<file path="src/rtl/slave_wr_burst_ctrl.sv">
// Per-slave DDR write-request controller: turns source FIFO fill into arbiter bursts
// and walks the word offset of one frame buffer in {bank, slave id, offset} space.
module slave_wr_burst_ctrl #(
    parameter int unsigned     ID_W        = 4,
    parameter logic [ID_W-1:0] SLAVE_ID    = '0,
    parameter int unsigned     BANK_W      = 2,
    parameter int unsigned     OFF_W       = 19,
    parameter int unsigned     FRAME_WORDS = 245760,
    parameter int unsigned     BURST_LEN   = 256,
    parameter int unsigned     BLEN_W      = 10,
    localparam int unsigned    ADDR_W      = BANK_W + ID_W + OFF_W
) (
    input  logic              ddr_clk,
    input  logic              sys_rstn,
    input  logic              frame_start,
    input  logic [BANK_W-1:0] wr_bank,
    input  logic [BLEN_W-1:0] fifo_len,
    input  logic              fifo_full,
    output logic              slave_req,
    input  logic              arbitrate_valid,
    output logic [ADDR_W-1:0] slave_waddr,
    output logic [BLEN_W-1:0] slave_wburst_len,
    output logic              frame_finished,
    output logic              empty_error,
    output logic              overflow_error
);

    typedef enum logic [1:0] {StIdle, StReq, StBusy, StDone} state_e;

    localparam logic [OFF_W:0]   FRAME_X   = (OFF_W + 1)'(FRAME_WORDS);
    localparam logic [OFF_W:0]   BURST_X   = (OFF_W + 1)'(BURST_LEN);
    localparam logic [OFF_W-1:0] FRAME_OFF = OFF_W'(FRAME_WORDS);

    state_e            state_q, state_d;
    logic [OFF_W-1:0]  offset_q, offset_d;
    logic [BANK_W-1:0] bank_q, bank_d;
    logic              pend_q, pend_d;
    logic              req_q, req_d;
    logic [BLEN_W-1:0] blen_q, blen_d;
    logic              done_q, done_d;
    logic              empty_q, empty_d;
    logic              ovf_q, ovf_d;

    logic [OFF_W:0]    remaining;
    logic [BLEN_W-1:0] need;
    logic [OFF_W-1:0]  offset_sum;
    logic              apply_restart;
    logic              partial_frame;

    // Extra MSB keeps remaining exact even when offset sits at FRAME_WORDS.
    assign remaining     = FRAME_X - {1'b0, offset_q};
    assign need          = (remaining < BURST_X) ? remaining[BLEN_W-1:0] : BLEN_W'(BURST_LEN);
    assign offset_sum    = offset_q + OFF_W'(blen_q);
    assign partial_frame = (offset_q != '0) && (offset_q != FRAME_OFF);

    always_comb begin
        state_d       = state_q;
        offset_d      = offset_q;
        bank_d        = bank_q;
        pend_d        = pend_q;
        req_d         = req_q;
        blen_d        = blen_q;
        done_d        = done_q;
        ovf_d         = ovf_q;
        empty_d       = 1'b0;
        apply_restart = 1'b0;

        unique case (state_q)
            StIdle: begin
                if (pend_q || frame_start) begin
                    apply_restart = 1'b1;
                end else if (!done_q && ((fifo_len >= need) || fifo_full)) begin
                    blen_d  = need;
                    req_d   = 1'b1;
                    state_d = StReq;
                end
            end
            StReq: begin
                if (frame_start) pend_d = 1'b1;
                if (arbitrate_valid) begin
                    req_d   = 1'b0;
                    state_d = StBusy;
                end
            end
            StBusy: begin
                if (frame_start) pend_d = 1'b1;
                if (!arbitrate_valid) begin
                    offset_d = offset_sum;
                    if (offset_sum == FRAME_OFF) begin
                        done_d  = 1'b1;
                        state_d = StDone;
                    end else begin
                        state_d = StIdle;
                    end
                end
            end
            StDone: begin
                // A restart deferred from the last burst is honoured here as well.
                if (frame_start || pend_q) begin
                    apply_restart = 1'b1;
                    state_d       = StIdle;
                end
            end
        endcase

        if (apply_restart) begin
            offset_d = '0;
            bank_d   = wr_bank;
            done_d   = 1'b0;
            ovf_d    = 1'b0;
            pend_d   = 1'b0;
            empty_d  = partial_frame;
        end

        // Set wins over the restart clear.
        if (fifo_full && !done_q && ((state_q == StIdle) || (state_q == StDone))) begin
            ovf_d = 1'b1;
        end
    end

    always_ff @(posedge ddr_clk) begin
        if (!sys_rstn) begin
            state_q  <= StIdle;
            offset_q <= '0;
            bank_q   <= '0;
            pend_q   <= 1'b0;
            req_q    <= 1'b0;
            blen_q   <= '0;
            done_q   <= 1'b0;
            empty_q  <= 1'b0;
            ovf_q    <= 1'b0;
        end else begin
            state_q  <= state_d;
            offset_q <= offset_d;
            bank_q   <= bank_d;
            pend_q   <= pend_d;
            req_q    <= req_d;
            blen_q   <= blen_d;
            done_q   <= done_d;
            empty_q  <= empty_d;
            ovf_q    <= ovf_d;
        end
    end

    assign slave_req        = req_q;
    assign slave_waddr      = {bank_q, SLAVE_ID, offset_q};
    assign slave_wburst_len = blen_q;
    assign frame_finished   = done_q;
    assign empty_error      = empty_q;
    assign overflow_error   = ovf_q;

endmodule

</file>
<file path="config.mk">
export PLATFORM = sky130hd
export DESIGN_NAME = slave_wr_burst_ctrl
export DESIGN_NICKNAME = d
export VERILOG_FILES = /design/src/rtl/slave_wr_burst_ctrl.sv
export SDC_FILE = /design/constraint.sdc
export NUM_CORES = 1
export LEC_CHECK = 0
export ABC_AREA = 0
export ABC_CLOCK_PERIOD_IN_PS = 5900
export CAP_MARGIN = 10
export CORE_MARGIN = 2
export CORE_UTILIZATION = 49
export DETAILED_ROUTE_END_ITERATION = 8
export HOLD_SLACK_MARGIN = 0.03
export MAX_ROUTING_LAYER = met4
export PLACE_DENSITY_LB_ADDON = 0.25
export SYNTH_ARGS = -nofsm -noshare
export SYNTH_HDL_FRONTEND = slang
export SYNTH_SLANG_ARGS = --single-unit
</file>
<file path="constraint.sdc">
create_clock -name ddr_clk -period 5.9 [get_ports ddr_clk]
set_input_delay 0.59 -clock ddr_clk [delete_from_list [all_inputs] [get_ports ddr_clk]]
set_output_delay 0.59 -clock ddr_clk [all_outputs]
set_load 0.01 [all_outputs]
</file>
==> impl.org, run 1 <==
** Run status
- The flow ran to the end, and the final reports show no timing, DRC or antenna violations.

** Logic synthesis
- Portion of the post-synthesis area used by sequential elements :: 26.9%
- Total of warnings raised by yosys :: 0
- Synthesized cell area :: about 2800 µm²
- In the synthesized netlist, the number of instances is 360.
- In the synthesized netlist the dominant register cell turns out to be sky130_fd_sc_hd__dfxtp_1.
- A synthesized cell averages just under 8 µm².
- In this run, synthesis inferred 0 flip-flops with an integrated enable.
- FFs w/ async S/R, synth :: 0%
- Number of distinct library cells after synthesis :: 58
- #FFs+latches synth :: 38

** Timing
- At the pin with the least slew margin, the transition time is 0.755 ns.
- Setup violators final :: 0
- Max-slew violation count :: 0
- Max_slew headroom :: 49.7%
- Post-Route Skew :: approximately 0.0038 ns
- Static timing analysis puts the maximum clock frequency at roughly 200 MHz.
- Post-Route Setup TNS :: 0 ns
- Setup repair after global routing left no endpoint under its margin.
- The number of endpoints with negative hold slack in the final report was 0.
- Period utilisation layout :: 87.1%
- Final critical delay including setup and external delays :: a little over 5 ns

** Worst setup path
- Crit path cell chain :: inv_1, ha_1, or3b_2, or3_1, o41a_1, o311a_1, nor4b_2, buf_4, nand2_1, ha_1, nand4_1, or3_1, o2111a_1, nor4bb_1, nor2b_1, a22o_1
- Crit end category :: flop
- The worst setup path is launched from a flop.
- On the critical path, the stage with the largest delay is an instance of sky130_fd_sc_hd__nor4bb_1.
- At the worst endpoint, the arrival time is 5.33 ns.
- Critical path peak fanout :: 11
- Data required time at the worst endpoint :: 6.09 ns
- Type of the setup path with the least slack :: reg2reg
- Cells on worst reg2reg path :: 16
- In this design, the stage delay of the slowest critical-path cell is 0.63 ns.

** Routing
- The detailed router used layers up to and including met4.
- After detailed routing, the wire length on met1 is 3430 µm.
- For this block, the via count after detailed routing is 2728.
- The detailed router finished its first iteration with 124 violations.
- Routed wire per std cell :: 15.4 µm
- Detailed-route wire length :: 7300 µm
- Drt first pass iters :: 4
- After detailed routing, the met3 layer carries 410 µm of wire.
- Length of routed met2 wiring :: 3350 µm
- The count of nets left with antenna violations once routing finished came out at 0.
- After detailed routing, the number of remaining DRC violations is 0.
- Via/cell ratio :: 5.77

** Place
- GPL Wtd Cong :: 0.895
- After legalization and detailed placement, the total HPWL measured 5520 µm.
- Counting tap cells, the placed design contains a total of between 400 and 500 instances.
- Placement Cell Area :: 3350 µm²
- During placement, the flow inserted port buffers numbering 51.

** Finish
- Area growth syn-to-layout :: 22.3%
- Final design instance area without fill :: about 3500 µm²
- Share of final-layout standard cells stronger than drive strength 1 :: approximately 3.5%
- The number of antenna diodes in the final layout is 0.
- After the flow finishes, the layout carries non-filler instances totaling 473.
- Most used cells in the layout excluding fill and tap cells :: sky130_fd_sc_hd__clkdlybuf4s50_1 (51), sky130_fd_sc_hd__nand2_1 (38), sky130_fd_sc_hd__dfxtp_1 (38)
- Final net count :: 443
- Leaving out fill and tap cells, the most frequent cell in the layout is sky130_fd_sc_hd__clkdlybuf4s50_1.

** Die
- Placeable core region :: 5540 µm²
- IO Pins :: 56
- Total Die Area :: 6390 µm²
- The die is approximately 80 µm tall.
- Once the floorplan was initialized, standard cells occupied 51.0% of the core.
- # rows :: 27
- X dimension of the die :: between 70 and 80 µm

** Clock tree
- Number of setup buffers added after CTS :: 0
- CTS sink count :: 38
- Bufs on Longest Clock Path :: 2
- Clock transition at path regs :: about 0.080 ns
- TritonCTS clock tree :: yes
- Hold-fix buffers, CTS :: 0
- Clock latency on the worst-skew pair, taken at its later pin, is between 0.2 and 0.3 ns.
- Clock root cell :: sky130_fd_sc_hd__clkbuf_8
- The clock tree synthesis step divided the H-tree into 2 levels.
- Buffers inserted during clock tree synthesis total 5.
- Resized Gates After CTS :: 0

** Global route
- The first global-routing pass estimated about 12000 µm of wire.
- Across every metal layer, demand over resource in global routing totals 24.3%.
- Remaining Overflow, GRT :: 0
- Initial antenna violation count :: 0
- Largest net degree at the start of global routing :: 21
- Via count of the first global-routing pass :: 2597

** Run
- Max-cap check violation count :: 0

** Pwr
- VDD IR max :: 0.000108 V
- For this design the static power due to leakage is 1.30 nW.
- In this run the power density over the cells is 196 nW/µm².

** Hold path
- Counting instances, the worst hold path has a depth of 1.
- Path category of the worst min-delay check :: reg2reg
-- Yosys cell counts, drive strengths merged, types with 8 or more instances --
master,n,area share [%]
nand2,38,5.0
a21oi,23,4.1
nor3,10,1.8
xnor2,15,4.6
nor2,31,4.1
dfxtp,38,27
buf,8,1.8
a22o,8,2.5
o21ai,15,2.7
a211oi,8,2.1
inv,19,2.5
clkbuf,15,2.0
ha,25,11
or3,8,1.8
-- critical path: cells and delay by family (launching register included) --
kind            cells  cell delay (ns)
flops               1             0.37
fa+ha+maj           2             0.48
buf+inv             2             0.33
compound gates      4             1.16
simple gates        8             2.71
-- power breakdown --
group	total (W)	switching (W)	internal, W
registers	0.000286	0.0000143	0.000271
clock network	0.000220	0.0000960	0.000125
logic	0.000173	0.0000992	0.0000733
total	0.000679	0.000209	0.000469
-- cell families after synthesis --
kind of cell             after synthesis  synth area share, %
XOR/XNOR                              22                 6.81
flip-flops                            38                 26.9
buffers and inverters                 42                 6.28
other                                  2                0.266
AO/OA/AOI/OAI                         90                 22.3
AND/OR/NAND/NOR                      138                 25.0
multiplexers                           2                0.708
adder cells (fa/ha/maj)               26                 11.8
-- registers in the layout, indices dropped and copies added, names as in the netlist --
register	count
frame_finished	1
bank_q	2
overflow_error	1
state_q	2
offset_q	19
slave_wburst_len	10
empty_error	1
slave_req	1
pend_q	1
-- routing by layer --
| metal | global-route usage, % | up-vias |
|---|---|---|
| met2 | 38.4 | 100 |
| met3 | 3.73 | 9 |
| met1 | 32.1 | 1249 |
| li1 | - | 1370 |
| met5 | - | - |
| met4 | 7.12 | 0 |
-- per-stage QoR --
step / util [%] / setup WS [ns] / hold slack [ns] / power, W
floorplan: - / 1.18 / 0.513 / 0.000404
global placement: 60.4 / 0.963 / 0.502 / 0.000460
detailed placement: 60.4 / 0.830 / 0.517 / 0.000463
CTS: 62.4 / 0.796 / 0.530 / 0.000682
global route: 62.4 / 0.475 / 0.552 / 0.000714
finish: 62.4 / 0.760 / 0.529 / 0.000679
-- cell type report --
class,count,area [µm²]
multi-input combinational,283,1900
clock inverter,3,40.0
tap,72,90.1
inverter,19,71.3
clock buffer,5,68.8
fill,505,2080
timing repair buffer,53,526
sequential,38,761
-- final timing paths --
path                                     startpoint             endpoint  slack [ns]
worst max-delay path                    offset_q[1]  slave_wburst_len[2]        0.76
worst min-delay path            slave_wburst_len[9]  slave_wburst_len[9]        0.53
worst max register to register          offset_q[1]  slave_wburst_len[2]        0.76
worst min register to register  slave_wburst_len[9]  slave_wburst_len[9]        0.53
(Power assumes the default switching activity.)
==> run 2: changes to the inputs <==
Settings changed: CTS_CLUSTER_SIZE set to 20.
==> results of run 2 <==
Same layout as run 1: the final DEF is identical, and so are final timing and power.
==> run 3: changes to the inputs <==
Settings changed: ABC_CLOCK_PERIOD_IN_PS 5900 to 4800.
Clock period 5.9 ns to 4.8 ns, I/O delays scaled along.
==> run 3 against run 2 <==
Compared with the run above: critical path depth increased by 1; first-iteration DRC count increased by 75%; final area increased by 2.6%; fmax increased by 11%; global-route usage increased by 1.3 points; clock skew increased by 0.0084 ns; flip-flop and latch count unchanged; count of clock-buffer cells in the layout increased by 1; sequential share of layout area decreased by 0.57 points; cell count increased by 2.1%; die area unchanged; highest routed layer unchanged.
==> impl.org, run 3 (same netlist as run 1, synthesis figures left out) <==
** Run status
- Run status :: finished clean

** Routing
- DRC viols :: 0
- Drt first pass iters :: 6
- The routed layout has 2818 vias.
- In this run the remaining antenna-violating nets after routing total 0.
- The final layout contains routed wiring with a total length of 7780 µm.
- After detailed routing, the average wire length per cell comes to 16.1 µm.
- The first routing iteration left 217 violations.
- After detailed routing, the number of vias per cell comes to 5.83.

** Timing
- Period utilisation layout :: between 90 and 100%
- Final hold viol count :: 0
- Setup violations remaining at the end of the flow were counted as 0.
- Minimum setup slack in the final design :: 0.190 ns
- Maximum frequency from static timing analysis :: 217 MHz
- Transition time at the pin with the least slew margin :: 0.775 ns
- Max-slew violation count :: 0
- Final critical delay including setup and external delays :: approximately 4.6 ns
- Post-Route Skew :: about 0.012 ns
- Max_slew headroom :: 48.2%

** Global route
- Via count of the first global-routing pass :: 2647
- Entering global routing, the biggest net connects 21 pins.
- Remaining Overflow, GRT :: 0
- Wire length of the first global-routing pass :: 12700 µm
- Initial antenna violation count :: 0
- Total track usage :: roughly 26%

** Finish
- Final-layout fill cell count :: ~500
- The library cell used most frequently in the layout, excluding fill and tap cells, is sky130_fd_sc_hd__clkdlybuf4s50_1.
- Max FFs per register :: 19
- In the final design database the tool counted 453 nets.
- Area growth syn-to-layout :: 25.5%
- Share of final-layout standard cells stronger than drive strength 1 :: 7.06%
- Register with the most flip-flops :: offset_q
- For this run, the share of the core covered by cells in the final layout is 64.0%.
- In the layout the commonest cells are sky130_fd_sc_hd__clkdlybuf4s50_1 (51), sky130_fd_sc_hd__nand2_1 (38), sky130_fd_sc_hd__dfxtp_1 (38).
- The number of antenna diodes in the final layout is 0.

** Worst setup path
- Maximum cell stage delay along the critical path :: between 0.4 and 0.5 ns
- Gate family responsible for the most delay along the worst path :: simple AND/OR/NAND/NOR gates
- Type of the setup path with the least slack :: reg2reg
- At the worst endpoint, the arrival time is 4.84 ns.
- Critical path peak fanout :: 8
- The worst setup path is launched from a flop.
- Data required time at the worst endpoint :: 5.03 ns
- Crit end category :: flop
- Counting both buffers and inverters, the worst setup path holds a total of 3.
- Top cell by count, worst path :: sky130_fd_sc_hd__ha_1
- For this design, the slowest cell found on the critical path is sky130_fd_sc_hd__or3b_4.
- The critical path goes through inv_1, ha_1, or3b_4, or3_4, o41a_1, o311a_1, nor4b_2, buf_4, clkbuf_2, nand2_1, ha_1, nand4_1, or3_1, o2111a_1, nor4bb_4, and3_2, a22o_1.

** Clock tree
- The later pin in the worst-skew pair is clocked with a latency of roughly 0.29 ns.
- TritonCTS built the clock tree.
- Clock H-tree levels :: 2
- Clock transition at path regs :: about 0.090 ns
- Bufs on Longest Clock Path :: 2
- Clock root cell :: sky130_fd_sc_hd__clkbuf_8
- Buffers inserted during clock tree synthesis total 5.
- Counting every sink on the clock net gives 38.

** Place
- At the placement stage, the worst setup path has a slack of ~0.02 ns.
- Number of I/O port buffers :: a little over 50
- GPL Wtd Cong :: approximately 0.90
- The HPWL after detailed placement is 5850 µm.

** Hold path
- Path category of the worst min-delay check :: reg2reg

** Die
- Initial standard-cell utilization of the core :: 51.0%
- The region available for standard cell placement spans 5540 µm².
- The floorplan step defined a die boundary enclosing 6390 µm².
- In this run the core area contains 27 standard-cell rows.
- The die is around 80 µm wide.
- IO Pins :: 56
- Chip Height :: 80.0 µm

** Pwr
- Leakage power summed over all cells :: between 1 and 1.5 nW
- VDD IR max :: roughly 0.00016 V
- Design Power :: 0.000818 W
- Dividing total power by cell area gives a power density of 230 nW/µm².

** Run
- The tool flagged a number of max-cap violations equal to 0.
run 3: cell count changes in the layout (fill, tap and decap cells not counted), sizes merged:
cell and delta:
buf +9, clkbuf +2, bufinv -1, clkinv -1
clkinvlp +1
run 3: path summary, 6_finish.rpt:
path	start	endpoint	slack (ns)	cells past startpoint
min reg2reg	bank_q[0]	bank_q[0]	0.52	2
min	bank_q[0]	bank_q[0]	0.52	2
max reg2reg	offset_q[1]	slave_wburst_len[1]	0.19	17
max	offset_q[1]	slave_wburst_len[1]	0.19	17
run 3: report_power, final:
part | total [W] | internal, W | switching (W)
logic | 0.000231 | 0.000102 | 0.000129
clock network | 0.000236 | 0.000116 | 0.000120
registers | 0.000351 | 0.000334 | 0.0000174
total | 0.000818 | 0.000551 | 0.000267
run 3: routing by layer:
metal | GRT usage [%] | vias up | share of wire [%]
li1 | - | 1399 | -
met1 | 33.3 | 1300 | 46
met2 | 42.0 | 109 | 47
met3 | 3.96 | 10 | 6.3
met4 | 5.42 | 0 | 0.95
met5 | - | - | 0
run 3: final cells by class:
type | count | area (µm²) | share of cell area (%)
clock buffer | 6 | 82.6 | 2.33
multi-input combinational | 283 | 1930 | 54.5
timing repair buffer | 63 | 598 | 16.9
sequential | 38 | 761 | 21.4
clock inverter | 2 | 12.5 | 0.353
inverter | 19 | 71.3 | 2.01
tap | 72 | 90.1 | 2.54
run 3: timing repair:
| action | CTS | global route |
|---|---|---|
| endpoints found under the setup margin | 8 | 11 |
| pin swaps | 0 | 1 |
| setup buffers | 0 | 3 |
| hold buffers | 0 | 0 |
| gates resized for setup | 1 | 7 |
run 3: worst register-to-register path, delay by kind of cell (launching register included):
kind,cells,cell delay [ns]
AND/OR/NAND/NOR,8,2.29
AO/OA/AOI/OAI,4,0.98
adder cells (fa/ha/maj),2,0.51
buffers and inverters,3,0.44
flip-flops,1,0.32
run 3: per-stage QoR:
step	cells	hold slack (ns)	setup TNS (ns)	area [µm²]
floorplan	363	0.513	0	2840
global placement	472	0.502	0	3400
detailed placement	472	0.513	0	3400
CTS	480	0.531	0	3500
global route	483	0.555	-0.186	3550
finish	483	0.525	0	3550
